--- config.mk ---
export PLATFORM = sky130hd
export DESIGN_NAME = nop_delay
export DESIGN_NICKNAME = d
export VERILOG_FILES = /design/src/rtl/nop_pkg.sv /design/src/rtl/nop_cycle_counter.sv /design/src/rtl/nop_delay.sv
export SDC_FILE = /design/constraint.sdc
export NUM_CORES = 1
export LEC_CHECK = 0
export CORE_MARGIN = 2
export CORE_UTILIZATION = 51
export CTS_CLUSTER_DIAMETER = 80
export DETAILED_ROUTE_END_ITERATION = 10
export PLACE_DENSITY = 0.78
export SYNTH_ARGS = -nofsm -noshare
export SYNTH_HDL_FRONTEND = slang
export SYNTH_SLANG_ARGS = --single-unit
export TNS_END_PERCENT = 5
--- constraint.sdc ---
create_clock -name clk -period 2.1 [get_ports clk]
set_input_delay 0.315 -clock clk [delete_from_list [all_inputs] [get_ports clk]]
set_output_delay 0.315 -clock clk [all_outputs]
set_load 0.02 [all_outputs]
--- src/rtl/nop_pkg.sv ---
// Shared definitions for the NOP stall unit: state encoding and default widths.
package nop_pkg;

    typedef enum logic [1:0] {
        NOP_IDLE = 2'd0,
        NOP_WAIT = 2'd1,
        NOP_DONE = 2'd2
    } nop_state_t;

    localparam int unsigned NOP_DATA_W = 20;
    localparam int unsigned NOP_CNT_W  = 8;
    localparam int unsigned NOP_RET_W  = 16;

endpackage

--- src/rtl/nop_cycle_counter.sv ---
// Loadable down-counter that times the WAIT phase of a NOP.
module nop_cycle_counter
    import nop_pkg::*;
#(
    parameter int unsigned CNT_W = NOP_CNT_W
) (
    input  logic             clk,
    input  logic             reset,
    input  logic             load,
    input  logic             en,
    input  logic [CNT_W-1:0] load_value,
    output logic [CNT_W-1:0] value,
    output logic             is_one
);

    always_ff @(posedge clk) begin
        if (reset) begin
            value <= '0;
        end else if (load) begin
            value <= load_value;
        end else if (en) begin
            value <= value - CNT_W'(1);
        end
    end

    assign is_one = (value == CNT_W'(1));

endmodule

--- src/rtl/nop_delay.sv ---
// Multi-cycle NOP unit: captures an operand, stalls a programmed number of
// cycles, then returns the operand with a one-cycle done pulse.
module nop_delay
    import nop_pkg::*;
#(
    parameter int unsigned DATA_W = NOP_DATA_W,
    parameter int unsigned CNT_W  = NOP_CNT_W,
    parameter int unsigned RET_W  = NOP_RET_W
) (
    input  logic              clk,
    input  logic              reset,
    input  logic              start,
    input  logic [DATA_W-1:0] data,
    input  logic [CNT_W-1:0]  cycles,
    input  logic              flush,
    output logic              busy,
    output logic              done,
    output logic [DATA_W-1:0] result,
    output logic [RET_W-1:0]  retired
);

    nop_state_t        state;
    logic [DATA_W-1:0] data_latch;
    logic [CNT_W-1:0]  count_value;
    logic              count_is_one;
    logic              accept;
    logic              short_nop;
    logic              count_load;
    logic              count_en;

    always_comb begin
        accept     = (state != NOP_WAIT) && start && !flush;
        short_nop  = (cycles <= CNT_W'(1));
        count_load = accept && !short_nop;
        count_en   = (state == NOP_WAIT) && !flush && (count_value > CNT_W'(1));
    end

    // WAIT lasts N-1 cycles, so the counter is loaded with N-1 and DONE
    // follows the cycle in which it reads one; N<=1 skips WAIT entirely.
    nop_cycle_counter #(
        .CNT_W (CNT_W)
    ) u_counter (
        .clk        (clk),
        .reset      (reset),
        .load       (count_load),
        .en         (count_en),
        .load_value (cycles - CNT_W'(1)),
        .value      (count_value),
        .is_one     (count_is_one)
    );

    always_ff @(posedge clk) begin
        if (reset) begin
            state      <= NOP_IDLE;
            busy       <= 1'b0;
            done       <= 1'b0;
            result     <= '0;
            retired    <= '0;
            data_latch <= '0;
        end else begin
            case (state)
                NOP_IDLE, NOP_DONE: begin
                    if (accept) begin
                        data_latch <= data;
                        if (short_nop) begin
                            state   <= NOP_DONE;
                            busy    <= 1'b0;
                            done    <= 1'b1;
                            result  <= data;
                            retired <= retired + RET_W'(1);
                        end else begin
                            state <= NOP_WAIT;
                            busy  <= 1'b1;
                            done  <= 1'b0;
                        end
                    end else begin
                        state <= NOP_IDLE;
                        busy  <= 1'b0;
                        done  <= 1'b0;
                    end
                end
                NOP_WAIT: begin
                    if (flush) begin
                        state <= NOP_IDLE;
                        busy  <= 1'b0;
                        done  <= 1'b0;
                    end else if (count_is_one) begin
                        state   <= NOP_DONE;
                        busy    <= 1'b0;
                        done    <= 1'b1;
                        result  <= data_latch;
                        retired <= retired + RET_W'(1);
                    end
                end
                default: begin
                    state <= NOP_IDLE;
                    busy  <= 1'b0;
                    done  <= 1'b0;
                end
            endcase
        end
    end

endmodule

# Yosys cells after proc, flatten, opt, wreduce, memory -nomap -nowiden
# Cells that the tools add are included.
[word_totals]
regBits = 68
inputBits = 32
out_inout_bits = 38
[classes]
n_addsub = 3
order_cmp = 2
eq_ne = 9
mux = 27
n_reduce_logical = 13
[op_table]
columns = ["operator", "n"]
rows = [
  ["20-bit two-way mux", 4],
  ["16-bit two-way mux", 4],
  ["20-bit case mux with 2 select lines", 1],
  ["16-bit case mux with 2 select lines", 1],
  ["16-bit by 1-bit adder with 16-bit output (second input constant)", 1],
  ["8-bit two-way mux", 2],
  ["8-bit by 1-bit subtractor with 8-bit output (second input constant)", 2],
  ["8-bit by 1-bit == test with 1-bit output (second input constant)", 1],
  ["8-bit by 1-bit greater-than comparator with 1-bit output (second input constant)", 1],
  ["8-bit by 1-bit <= comparator with 1-bit output (second input constant)", 1],
  ["1-bit two-way mux", 8],
  ["2-bit two-way mux", 4],
  ["2-bit inequality test (second input constant)", 4],
  ["1-bit logical AND", 5],
  ["5-bit AND reduction", 1],
  ["1-bit case mux with 2 select lines", 2],
  ["2-bit case mux with 2 select lines", 1],
  ["2-bit nonzero test", 2],
  ["3-bit inequality test (second input constant)", 1],
  ["2-bit by 1-bit == test with 1-bit output (second input constant)", 1],
  ["2-bit == test (second input constant)", 1],
  ["1-bit zero test", 2],
  ["2-bit zero test", 1],
  ["2-bit by 1-bit inequality test with 1-bit output (second input constant)", 1],
  ["2 further kinds", 2],
]

# Logic depth before layout (Yosys ltp)
# Gate-level depths: netlist of run 1.
[depth]
ltp_word = 5
mapped_depth = 8
depth_no_buf = 6

# By module
# A second synthesis of run 1 with hierarchy kept.
[unflattened]
hier_cells = 380
area_unflattened_um2 = 3293.2
[by_module_without_submodules]
columns = ["module", "n_inst", "cells_per_inst", "area_per_inst_um2"]
rows = [
  ["nop_delay", 1, 324, 2820.2],
  ["nop_cycle_counter", 1, 56, 473.0],
]

# Worst setup path after synthesis of run 1
# OpenSTA, ideal clock, no wires.
[synth_timing]
path_kind = "input to register"
from = "input cycles[1]"
to = "register retired[7]"
setup_time_ps = 121
t_arrival_ps = 1742
setup_slack_ps = 237
path_stages = 7
path_buffers = 1
path_cell_list = "inv_1 > ha_1 > or2_2 > nand4_1 > clkbuf_1 > a211oi_1 > mux2_2"
[synth_between]
elab_chain_cells = 3
[synth_lines]
columns = ["item", "line_no", "rtl"]
rows = [
  ["from (decl)", "nop_delay.sv:14", "input logic [CNT_W-1:0] cycles,"],
  ["8-bit by 1-bit <= comparator with 1-bit output", "nop_delay.sv:33", "short_nop = (cycles <= CNT_W'(1));"],
  ["2-bit inequality test (no line)", "n/a", ""],
  ["5-bit AND reduction (no line)", "n/a", ""],
  ["to (signal assigned)", "nop_delay.sv:70", "retired <= retired + RET_W'(1);"],
  ["to (signal assigned)", "nop_delay.sv:92", "retired <= retired + RET_W'(1);"],
  ["to (decl)", "nop_delay.sv:19", "output logic [RET_W-1:0] retired"],
]
# No other way between the ends.
# A chain may end at the register's enable or synchronous reset.

# Final worst setup path of run 1
[layout_timing]
from = "input cycles[1]"
to = "register result[4]"
[layout_between]
elab_chain_cells = 3
[layout_lines]
columns = ["item", "line_no", "rtl"]
rows = [
  ["8-bit by 1-bit <= comparator with 1-bit output", "nop_delay.sv:33", ""],
  ["2-bit inequality test (no line)", "n/a", ""],
  ["5-bit AND reduction (no line)", "n/a", ""],
  ["to (signal assigned)", "nop_delay.sv:69", "result <= data;"],
  ["to (signal assigned)", "nop_delay.sv:91", "result <= data_latch;"],
  ["to (decl)", "nop_delay.sv:18", "output logic [DATA_W-1:0] result,"],
]
# No other way between the ends.

==> results of run 1 <==
[through the flow]
stage / utilization [%] / instance area [µm²] / hold slack, ns / cells
finish: 72.90 / 4656 / 0.4172 / 563
global route: 72.90 / 4656 / 0.4406 / 563
CTS: 71.73 / 4581 / 0.4105 / 563
detailed placement: 68.44 / 4370 / 0.4475 / 547
global placement: 68.44 / 4370 / 0.4408 / 547
floorplan: - / 3396 / 0.4047 / 393
[path summary, 6_finish.rpt]
| kind | slack [ns] | startpoint | depth (start not counted) | endpoint |
|---|---|---|---|---|
| setup / recovery | 0.03 | cycles[1] | 8 | result[4]$_SDFFE_PP0P_ |
| setup reg to reg | 0.12 | state[0]$_SDFFE_PP0P_ | 4 | retired[14]$_SDFFE_PP0P_ |
| hold / removal | 0.42 | reset | 3 | retired[6]$_SDFFE_PP0P_ |
| hold reg to reg | 0.45 | data_latch[12]$_SDFFE_PP0P_ | 2 | data_latch[12]$_SDFFE_PP0P_ |
[power groups by stage]
stage	Sequential, W	Clock, W	Combinational, W
after global routing	0.00134	0.00122	0.000443
after CTS	0.00133	0.00116	0.000396
after global placement	0.00136	0	0.000383
after detailed placement	0.00136	0	0.000390
final	0.00134	0.00114	0.000410
after floorplan	0.00137	0	0.000210
[critical path: stages]
cell and delay [ns]:
sky130_fd_sc_hd__clkdlybuf4s50_1 0.48, sky130_fd_sc_hd__inv_1 0.06, sky130_fd_sc_hd__ha_1 0.20, sky130_fd_sc_hd__or2_2 0.34, sky130_fd_sc_hd__and4_1 0.26, sky130_fd_sc_hd__buf_4 0.23, sky130_fd_sc_hd__nor3_1 0.32, sky130_fd_sc_hd__a211oi_2 0.08
[cells by family after synthesis]
group	Yosys count	share of synthesized area, %
AOI/OAI and AO/OA	89	18.05
muxes	35	10.83
xor gates and xnor gates	2	0.5159
DFF	67	39.50
adders and majority gates	5	1.842
and+or+nand+nor	162	25.42
buffers and inverters	33	3.832
[layout make-up]
type                            count  area (µm²)
Fill cell                         466        1730
Clock buffer                       11       131.4
Timing Repair Buffer              104       996.0
Inverter                            6       22.52
Multi-Input combinational cell    293        1991
Tap cell                           77       96.34
Sequential cell                    67        1341
Clock inverter                      5       77.57
[sequential cells by signal, indices dropped and copies added, names as in the netlist]
register,count
data_latch,20
result,20
retired,16
u_counter.value,8
busy,1
done,1
state,1
[timing repair]
action                                  CTS  global route
endpoints found under the setup margin    1            26
hold buffers                              0             0
buffers inserted                          0             0
resized for setup                         1            19
[layout by cell type (no fill, tap or decap), types with 7 or more instances in the layout]
| cell type | Yosys | final |
|---|---|---|
| sky130_fd_sc_hd__nand3_1 | 7 | 7 |
| sky130_fd_sc_hd__mux2_2 | 14 | 14 |
| sky130_fd_sc_hd__buf_4 | 0 | 30 |
| sky130_fd_sc_hd__nand2_1 | 54 | 54 |
| sky130_fd_sc_hd__dfxtp_1 | 67 | 67 |
| sky130_fd_sc_hd__nor2_1 | 25 | 25 |
| sky130_fd_sc_hd__a211oi_2 | 0 | 8 |
| sky130_fd_sc_hd__clkbuf_8 | 0 | 9 |
| sky130_fd_sc_hd__a211oi_1 | 24 | 16 |
| sky130_fd_sc_hd__clkdlybuf4s50_1 | 0 | 67 |
| sky130_fd_sc_hd__nor3_1 | 25 | 24 |
| sky130_fd_sc_hd__nor2b_1 | 13 | 13 |
| sky130_fd_sc_hd__nand4_1 | 7 | 7 |
| sky130_fd_sc_hd__mux2i_1 | 21 | 21 |
| sky130_fd_sc_hd__a21oi_1 | 31 | 31 |
[metal layers]
layer | vias up | part of all wire (%)
li1 | 1622 | -
met1 | 1602 | 44
met2 | 135 | 48
met3 | 16 | 6.4
met4 | 0 | 1.7
met5 | - | 0
==> metrics, run 1 <==
clock-pin slew on the worst setup and hold paths 0.07 ns; synthesis-to-layout area growth 37.10%; routed via count 3,375; worst endpoint required time 2.31 ns; portion of total power attributed to combinational logic 14.2%; number of buffers created by CTS 9; clk_lat worst skew 0.34 ns; clock skew 0.009807 ns; grt ovf 0; setup repair after global routing missed its margin yes; net switching share of the total power 25.03%; number of input and output port buffers inserted 69; arrival time of the worst setup path 2.28 ns; crit-path max FO 22; Slew Limit Fails 0; EDFF count, synth 0; total wirelength of the detailed-routed design 8.948 mm; placeable core region 6386 µm²; most frequent cells after synthesis sky130_fd_sc_hd__dfxtp_1, sky130_fd_sc_hd__nand2_1, sky130_fd_sc_hd__a21oi_1; Peak VDD IR 518.9 µV; critical path endpoint category flop; first-pass GRT wire length 14.52 mm; GR Layer Usage met1 32.05%; WS Path Type in -> reg; clock period minus final worst setup slack 2.073 ns; number of clock sinks 67; cells after synthesis 393; run status finished, final reports clean; Worst Tran Pin Value 0.5329 ns; top area cells in the synthesized netlist sky130_fd_sc_hd__dfxtp_1, sky130_fd_sc_hd__mux2i_1, sky130_fd_sc_hd__nand2_1; Bufs on Longest Clock Path 2; antenna viol nets, final 0; Tcrit/Tclk final 98.70%; starting DRC count in detailed routing 205; effective utilization at floorplan 53.17%; relative contribution of sequential cells to total power 46.2%; pwr dens 620.9 nW/µm²; routed wire length per instance 15.89 µm; maximum number of pins on one net before global-route repair 67; cell type contributing the most total cell area after synthesis sky130_fd_sc_hd__dfxtp_1; DR pass1 iterations 5; Clk network pwr share 39.6%; Ant. Diodes 0; total power 0.002891 W; most numerous cell in the Yosys netlist sky130_fd_sc_hd__dfxtp_1; I/O pin count 70; count of max-cap constraint violations 0; grt met3 use 6.160%; vertical die dimension 85.60 µm; met2 Track Usage GR 40.06%; number of antenna violations at the first check in global routing 0; worst setup slack after placement -0.3437 ns; Detailed Place HPWL 6.045 mm; Clock Root Buffer sky130_fd_sc_hd__clkbuf_8; sw power 0.0007236 W; Final Wtd Congestion 0.8440; sequential cell area fraction in the yosys report 39.50%; Synth Cell Area 3396 µm²; Max Freq 482.5 MHz; worst min path class in -> reg; detailed-route vias per instance 5.995; CTS tree yes; top cell type's share of synthesized area 39.50%; area enclosed by the die boundary 7327 µm²; element type at the critical path start input port; CTS H-tree lvls 3; layout cell share with drive strength beyond 1 17.49%; final sum of negative setup slack 0 ns; register bit total from synthesis 67; Synth Warn # 0; slew margin rel. 64.02%; leakage power total 1.780 nW; Post-Syn Area per Cell 8.641 µm²; Final WS setup 0.02739 ns; count of unresolved DRC violations after routing 0; total routing usage reported by global routing 24.41%; final-stage net count 518; die span in x 85.60 µm; top_reg_cell synth sky130_fd_sc_hd__dfxtp_1; busiest metal layer after global routing met2; via count of the first global-routing pass 3,178; count of different cell masters after synthesis 53; Post-Synthesis Net Count 430; Core Rows 29; internal power 0.002167 W; Post-synth ARST share 0%; number of failing setup endpoints in the final timing report 0; number of hold-slack violations in the final timing report 0
Power figures use the tool's default switching activity.
==> run 2, diff against run 1 <==
CORE_UTILIZATION = 35   (was 51)
PLACE_DENSITY = 0.56   (was 0.78)
==> run 2 against run 1 <==
  * Count of clock-buffer cells in the layout shrank 2
  * Via count down 4.8%
  * Hold slack lost 0.077 ns
  * Critical path depth decreased by 2
  * Design area grew 1.2%
  * Clock power increased by 6%
  * Largest cell class unchanged
  * Largest power group unchanged
  * Critical path type unchanged
  * Non-clock buffer count increased by 1
  * Die area increased by 43%
  * Core utilization decreased by 22 points
==> metrics, run 2 (synthesis gave the netlist of run 1 again) <==
slack of the worst reg-to-reg path 0.11 ns (about the same); number of hold-slack violations in the final timing report 0 (unchanged); internal power 0.002178 W (+0.48%); Max Freq 491.9 MHz (+2.0%); Tcrit/Tclk final 96.81% (-1.9 points); vertical die dimension 102.5 µm (+20%); count of unresolved DRC violations after routing 0 (unchanged); met2 Track Usage GR 28.41% (-12 points); clk_lat worst skew 0.34 ns (about the same); sw power 0.0007743 W (+7.0%); worst endpoint required time 2.33 ns (+0.02 ns); DR pass1 iterations 4 (-1); CTS tree yes; launching element of the worst setup path cycles[2]; arrival time of the worst setup path 2.27 ns (about the same); number of input and output port buffers inserted 69 (unchanged); first-pass GRT wire length 14.79 mm (+1.9%); number of failing setup endpoints in the final timing report 0 (unchanged); pwr dens 626.5 nW/µm² (+0.89%); Bufs on Longest Clock Path 2 (unchanged); total of hold buffers inserted after clock tree synthesis 0 (unchanged); cell type of the slowest stage on the worst timing path sky130_fd_sc_hd__or4_1; number of antenna violations at the first check in global routing 0 (unchanged); routed wire length per instance 14.76 µm (-7.1%); antenna viol nets, final 0 (unchanged); layout cell share with drive strength beyond 1 17.45% (-0.036 points); element type at the critical path start input port; most common library cell in the layout ignoring fill and taps sky130_fd_sc_hd__dfxtp_1; Hold WS 0.3398 ns (-0.07736 ns); Final WS setup 0.06707 ns (+0.03967 ns); Final Wtd Congestion 0.8352 (-1.0%); crit-path max FO 5 (-77%); WS Path Type in -> reg; commonest cells after routing, fill and taps aside sky130_fd_sc_hd__dfxtp_1, sky130_fd_sc_hd__clkdlybuf4s50_1, sky130_fd_sc_hd__nand2_1; Ant. Diodes 0 (unchanged); effective utilization at floorplan 36.41% (-17 points); cell count of the worst reg-to-reg path 4 (unchanged); die span in x 102.5 µm (+20%); GR Layer Usage met1 24.42% (-7.6 points); portion of total power attributed to combinational logic 13.6% (-0.6 points); CTS H-tree lvls 3 (unchanged); setup repair after global routing missed its margin yes; largest registers ranked by flip-flop count data_latch (20), result (20), retired (16); post-route design area 4712 µm² (+1.2%); post-placement cell count 600 (+9.7%); Peak VDD IR 370.7 µV (-29%); Slew Limit Fails 0 (unchanged); total power 0.002952 W (+2.1%); relative contribution of sequential cells to total power 45.2% (-1.0 points); worst setup slack after placement -0.4243 ns (-0.08060 ns); worst min path class in -> reg; maximum number of pins on one net before global-route repair 41 (-39%); total wirelength of the detailed-routed design 9.092 mm (+1.6%); final-stage net count 519 (+0.19%); grt met3 use 2.915% (-3.2 points); count of max-cap constraint violations 0 (unchanged); Detailed Place HPWL 6.389 mm (+5.7%); area enclosed by the die boundary 10,510 µm² (+43%); number of buffers created by CTS 9 (unchanged); clock period minus final worst setup slack 2.033 ns (-0.03967 ns); run status finished, final reports clean; net switching share of the total power 26.23% (+1.2 points); routed via count 3,214 (-4.8%); CP Cell Sequence clkdlybuf4s50_1 -> buf_4 -> or4_1 -> a2111o_1 -> a211o_1 -> o311ai_1; busiest metal layer after global routing met2; launching point of the worst reg2reg path u_counter.value[2]$_SDFFE_PP0P_; grt ovf 0 (unchanged); clock-pin slew on the worst setup and hold paths 0.08 ns (about the same); via count of the first global-routing pass 3,096 (-2.6%); clock skew 0.01400 ns (+0.004192 ns); Clock Root Buffer sky130_fd_sc_hd__clkbuf_8; buffer count from post-CTS setup fixing 0 (unchanged); Worst Tran Pin Value 0.4935 ns (-0.03945 ns); reg2reg end retired[9]$_SDFFE_PP0P_; starting DRC count in detailed routing 94 (-54%); total routing usage reported by global routing 17.80% (-6.6 points); critical path endpoint category flop; Placement Cell Area 4431 µm² (+1.4%); slew margin rel. 66.88% (+2.9 points); leakage power total 1.793 nW (+0.75%); placeable core region 9328 µm² (+46%); detailed-route vias per instance 5.218 (-13%); Core Rows 35 (+21%); I/O pin count 70 (unchanged); delay contributed by the slowest stage of the critical path 0.55 ns (+0.07 ns); synthesis-to-layout area growth 38.76%; end of the critical path u_counter.value[5]$_SDFFE_PP0P_; number of clock sinks 67 (unchanged); Finished Layout Cells 616 (+9.4%); Clk network pwr share 41.1% (+1.5 points)
## run 2: what timing repair did
action                     4_1_cts  5_1_grt
gates cloned                     0        0
hold endpoints to repair         0        0
resized for setup                4       15
setup endpoints to repair        3       30
## run 2: how the worst min path moves through the flow
stage                                startpoint                          end  slack, ns  depth (start not counted)
finish                                    reset      retired[1]$_SDFFE_PP0P_       0.34                          2
global route                              reset      retired[1]$_SDFFE_PP0P_       0.37                          2
CTS                                       reset      retired[1]$_SDFFE_PP0P_       0.33                          2
detailed placement  data_latch[11]$_SDFFE_PP0P_  data_latch[11]$_SDFFE_PP0P_       0.45                          2
global placement    data_latch[19]$_SDFFE_PP0P_  data_latch[19]$_SDFFE_PP0P_       0.44                          2
floorplan                                 flush            done$_SDFFE_PP0P_       0.40                          1
## run 2: layout make-up
type / instances / area (µm²)
Clock buffer: 9 / 123.9
Clock inverter: 7 / 98.84
Fill cell: 900 / 4616
Inverter: 6 / 22.52
Multi-Input combinational cell: 293 / 1967
Sequential cell: 67 / 1341
Tap cell: 129 / 161.4
Timing Repair Buffer: 105 / 997.2
## run 2: metal layers
metal | vias to the layer above | wire length [µm]
met5 | - | 0
met4 | 0 | 106
met3 | 9 | 310
met2 | 54 | 4264
met1 | 1524 | 4410
li1 | 1627 | -
## run 2: worst max-delay path, delay by kind of cell
kind            cells  cell delay [ns]
buf+inv             2             0.64
compound gates      3             0.76
simple gates        1             0.55
## run 2: power by group through the flow
stage	combinational [W]	sequential, W	clock, W
after floorplan	0.000210	0.00137	0
after global placement	0.000392	0.00136	0
after detailed placement	0.000393	0.00136	0
after CTS	0.000396	0.00134	0.00124
after global routing	0.000440	0.00134	0.00130
final	0.000402	0.00134	0.00121
## run 2: per-stage QoR
step	setup TNS, ns	utilization, %
floorplan	0	-
global placement	-10.52	47.50
detailed placement	-12.07	47.50
CTS	0	49.94
global route	-0.05642	50.52
finish	0	50.52
==> run 3, diff against run 2 <==
clock period = 1.95 ns   (was 2.1 ns; I/O delays follow)
==> run 3 against run 2 <==
  * Worst setup slack lost 0.020 ns
  * Global-route usage is 0.37 points higher
  * Core utilization rose by 3.0 points
  * Highest routed layer unchanged
  * Sequential power grew 7%
  * Sequential cell count unchanged
  * Combinational power up 18%
  * Critical path type unchanged
  * Sequential share of layout area down 1.6 points
  * Clock skew decreased by 0.0050 ns
  * Largest cell class unchanged
==> metrics, run 3 (synthesis gave the netlist of run 1 again) <==
slack of the worst reg-to-reg path 0.06 ns (-0.05 ns); total power 0.003220 W (+9.1%); CTS H-tree lvls 3 (unchanged); Min-Delay Endpoint retired[1]$_SDFFE_PP0P_; routed wire length per instance 15.27 µm (+3.4%); routed via count 3,289 (+2.3%); die span in x 102.5 µm (unchanged); arrival time of the worst setup path 2.14 ns (-0.13 ns); number of hold-slack violations in the final timing report 0 (unchanged); multi-input gate area in the final layout 2135 µm² (+8.5%); Detailed Place HPWL 6.470 mm (+1.3%); worst endpoint required time 2.19 ns (-0.14 ns); clk_lat worst skew 0.33 ns (about the same); Clock Root Buffer sky130_fd_sc_hd__clkbuf_8; delay contributed by the slowest stage of the critical path 0.49 ns (-0.06 ns); CP Cell Sequence clkdlybuf4s50_1 -> buf_4 -> or4_4 -> a2111o_1 -> a211o_1 -> o311ai_1; effective utilization at floorplan 36.41% (unchanged); maximum number of pins on one net before global-route repair 42 (+2.4%); Bufs on Longest Clock Path 2 (unchanged); GR Layer Usage met1 25.25% (+0.83 points); layout cell share with drive strength beyond 1 24.60% (+7.1 points); number of input and output port buffers inserted 69 (unchanged); leakage power total 1.883 nW (+5.0%); number of clock sinks 67 (unchanged); number of failing setup endpoints in the final timing report 0 (unchanged); final-stage net count 528 (+1.7%); Final Wtd Congestion 0.8925 (+6.9%); largest registers ranked by flip-flop count data_latch (20), result (20), retired (16); critical path endpoint category flop; busiest metal layer after global routing met2; total routing usage reported by global routing 18.17% (+0.37 points); detailed-route vias per instance 5.262 (+0.86%); buffer count from post-CTS setup fixing 0 (unchanged); Worst Tran Pin Value 0.5275 ns (+0.03405 ns); run status finished, final reports clean; most common library cell in the layout ignoring fill and taps sky130_fd_sc_hd__dfxtp_1; I/O pin count 70 (unchanged); Slew Limit Fails 0 (unchanged); Post-Route Utilization 53.51% (+3.0 points); reg2reg end u_counter.value[5]$_SDFFE_PP0P_; grt ovf 0 (unchanged); count of unresolved DRC violations after routing 0 (unchanged); slew margin rel. 64.83% (-2.0 points); element type at the critical path start input port; CTS tree yes; clock-pin slew on the worst setup and hold paths 0.08 ns (about the same); worst min path class in -> reg; clock skew 0.009004 ns (-0.004995 ns); Peak VDD IR 393.9 µV (+6.3%); number of buffers created by CTS 9 (unchanged); clock period minus final worst setup slack 1.903 ns; vertical die dimension 102.5 µm (unchanged); sequential cell area 1343 µm² (about the same); cell type of the slowest stage on the worst timing path sky130_fd_sc_hd__or4_4; Tcrit/Tclk final 97.61%; via count of the first global-routing pass 3,158 (+2.0%); Buf/Inv on CP 2 (unchanged); Ant. Diodes 0 (unchanged); grt met3 use 4.136% (+1.2 points); total wirelength of the detailed-routed design 9.542 mm (+4.9%); number of antenna violations at the first check in global routing 0 (unchanged); WS Path Type in -> reg; post-placement cell count 608 (+1.3%); startpoint of the worst hold path reset; launching point of the worst reg2reg path u_counter.value[2]$_SDFFE_PP0P_; cell count of the worst reg-to-reg path 5 (+1); DR pass1 iterations 4 (unchanged); antenna viol nets, final 0 (unchanged); Finished Layout Cells 625 (+1.5%); met2 Track Usage GR 28.81% (+0.40 points); largest delay contributor family on the critical path compound AO/OA/AOI/OAI gates; first-pass GRT wire length 15.21 mm (+2.8%); crit-path max FO 4 (-1); synthesis-to-layout area growth 46.98%; setup repair after global routing missed its margin yes; Max Freq 525.4 MHz; filler instances 878 (-2.4%); count of max-cap constraint violations 0 (unchanged); placeable core region 9328 µm² (unchanged); Core Rows 35 (unchanged); final sum of negative setup slack 0 ns (unchanged); area enclosed by the die boundary 10,510 µm² (unchanged); commonest cells after routing, fill and taps aside sky130_fd_sc_hd__dfxtp_1, sky130_fd_sc_hd__clkdlybuf4s50_1, sky130_fd_sc_hd__nand2_1; starting DRC count in detailed routing 156 (+66%); pwr dens 645.2 nW/µm² (+3.0%); Min-Delay Path Depth 2 (unchanged)
-- run 3: cell count changes in the layout (fill, tap and decap cells not counted), moves of 3 or more --
cell	change
sky130_fd_sc_hd__a2111oi_0	-4
sky130_fd_sc_hd__a2111oi_1	-3
sky130_fd_sc_hd__a2111oi_2	+6
sky130_fd_sc_hd__a211oi_1	-12
sky130_fd_sc_hd__a211oi_2	+12
sky130_fd_sc_hd__buf_4	+7
sky130_fd_sc_hd__or4_1	-3
sky130_fd_sc_hd__or4_4	+3
-- run 3: worst max path at each step --
stage	start	cells past startpoint	endpoint	slack [ns]
after CTS	state[0]$_SDFFE_PP0P_	4	retired[12]$_SDFFE_PP0P_	-0.06
after global routing	retired[5]$_SDFFE_PP0P_	4	retired[13]$_SDFFE_PP0P_	-0.02
after floorplan	done$_SDFFE_PP0P_	5	retired[7]$_SDFFE_PP0P_	0.1
final	cycles[3]	6	u_counter.value[5]$_SDFFE_PP0P_	0.05
after detailed placement	cycles[0]	7	retired[12]$_SDFFE_PP0P_	-0.54
after global placement	flush	7	result[10]$_SDFFE_PP0P_	-0.45
-- run 3: per-stage QoR --
step	instance area, µm²	setup slack, ns	hold slack (ns)
5_1_grt	4991	-0.02213	0.2288
3_3_place_gp	4503	-0.4514	0.4405
3_5_place_dp	4503	-0.5404	0.4456
2_1_floorplan	3396	0.09595	0.3822
4_1_cts	4766	-0.06394	0.2056
6_report	4991	0.04665	0.2241
-- run 3: power by group --
group | internal (W) | switching [W]
clock | 0.000755 | 0.000553
sequential | 0.00141 | 0.0000292
combinational | 0.000229 | 0.000248
-- run 3: what timing repair did --
item                                    CTS  global route
hold buffers                              0             0
endpoints found under the hold margin     0             0
gates cloned                              0             1
gates resized for setup                  13            46
pin swaps                                 1             5
endpoints found under the setup margin   40            41
-- run 3: area by class of cell --
class	instances	area share (%)
inverters	6	0.4512
clock inverters	6	1.780
flip-flops and latches	67	26.90
repair buffers	114	22.11
clock buffers	10	2.758
multi-input cells	293	42.77
well taps	129	3.234
-- run 3: metal layers --
metal | share of wire [%] | vias up | wire length, µm
met5 | 0 | - | 0
met2 | 47 | 72 | 4516
li1 | - | 1647 | -
met3 | 4.8 | 7 | 456
met4 | 0.73 | 0 | 70
met1 | 47 | 1563 | 4498
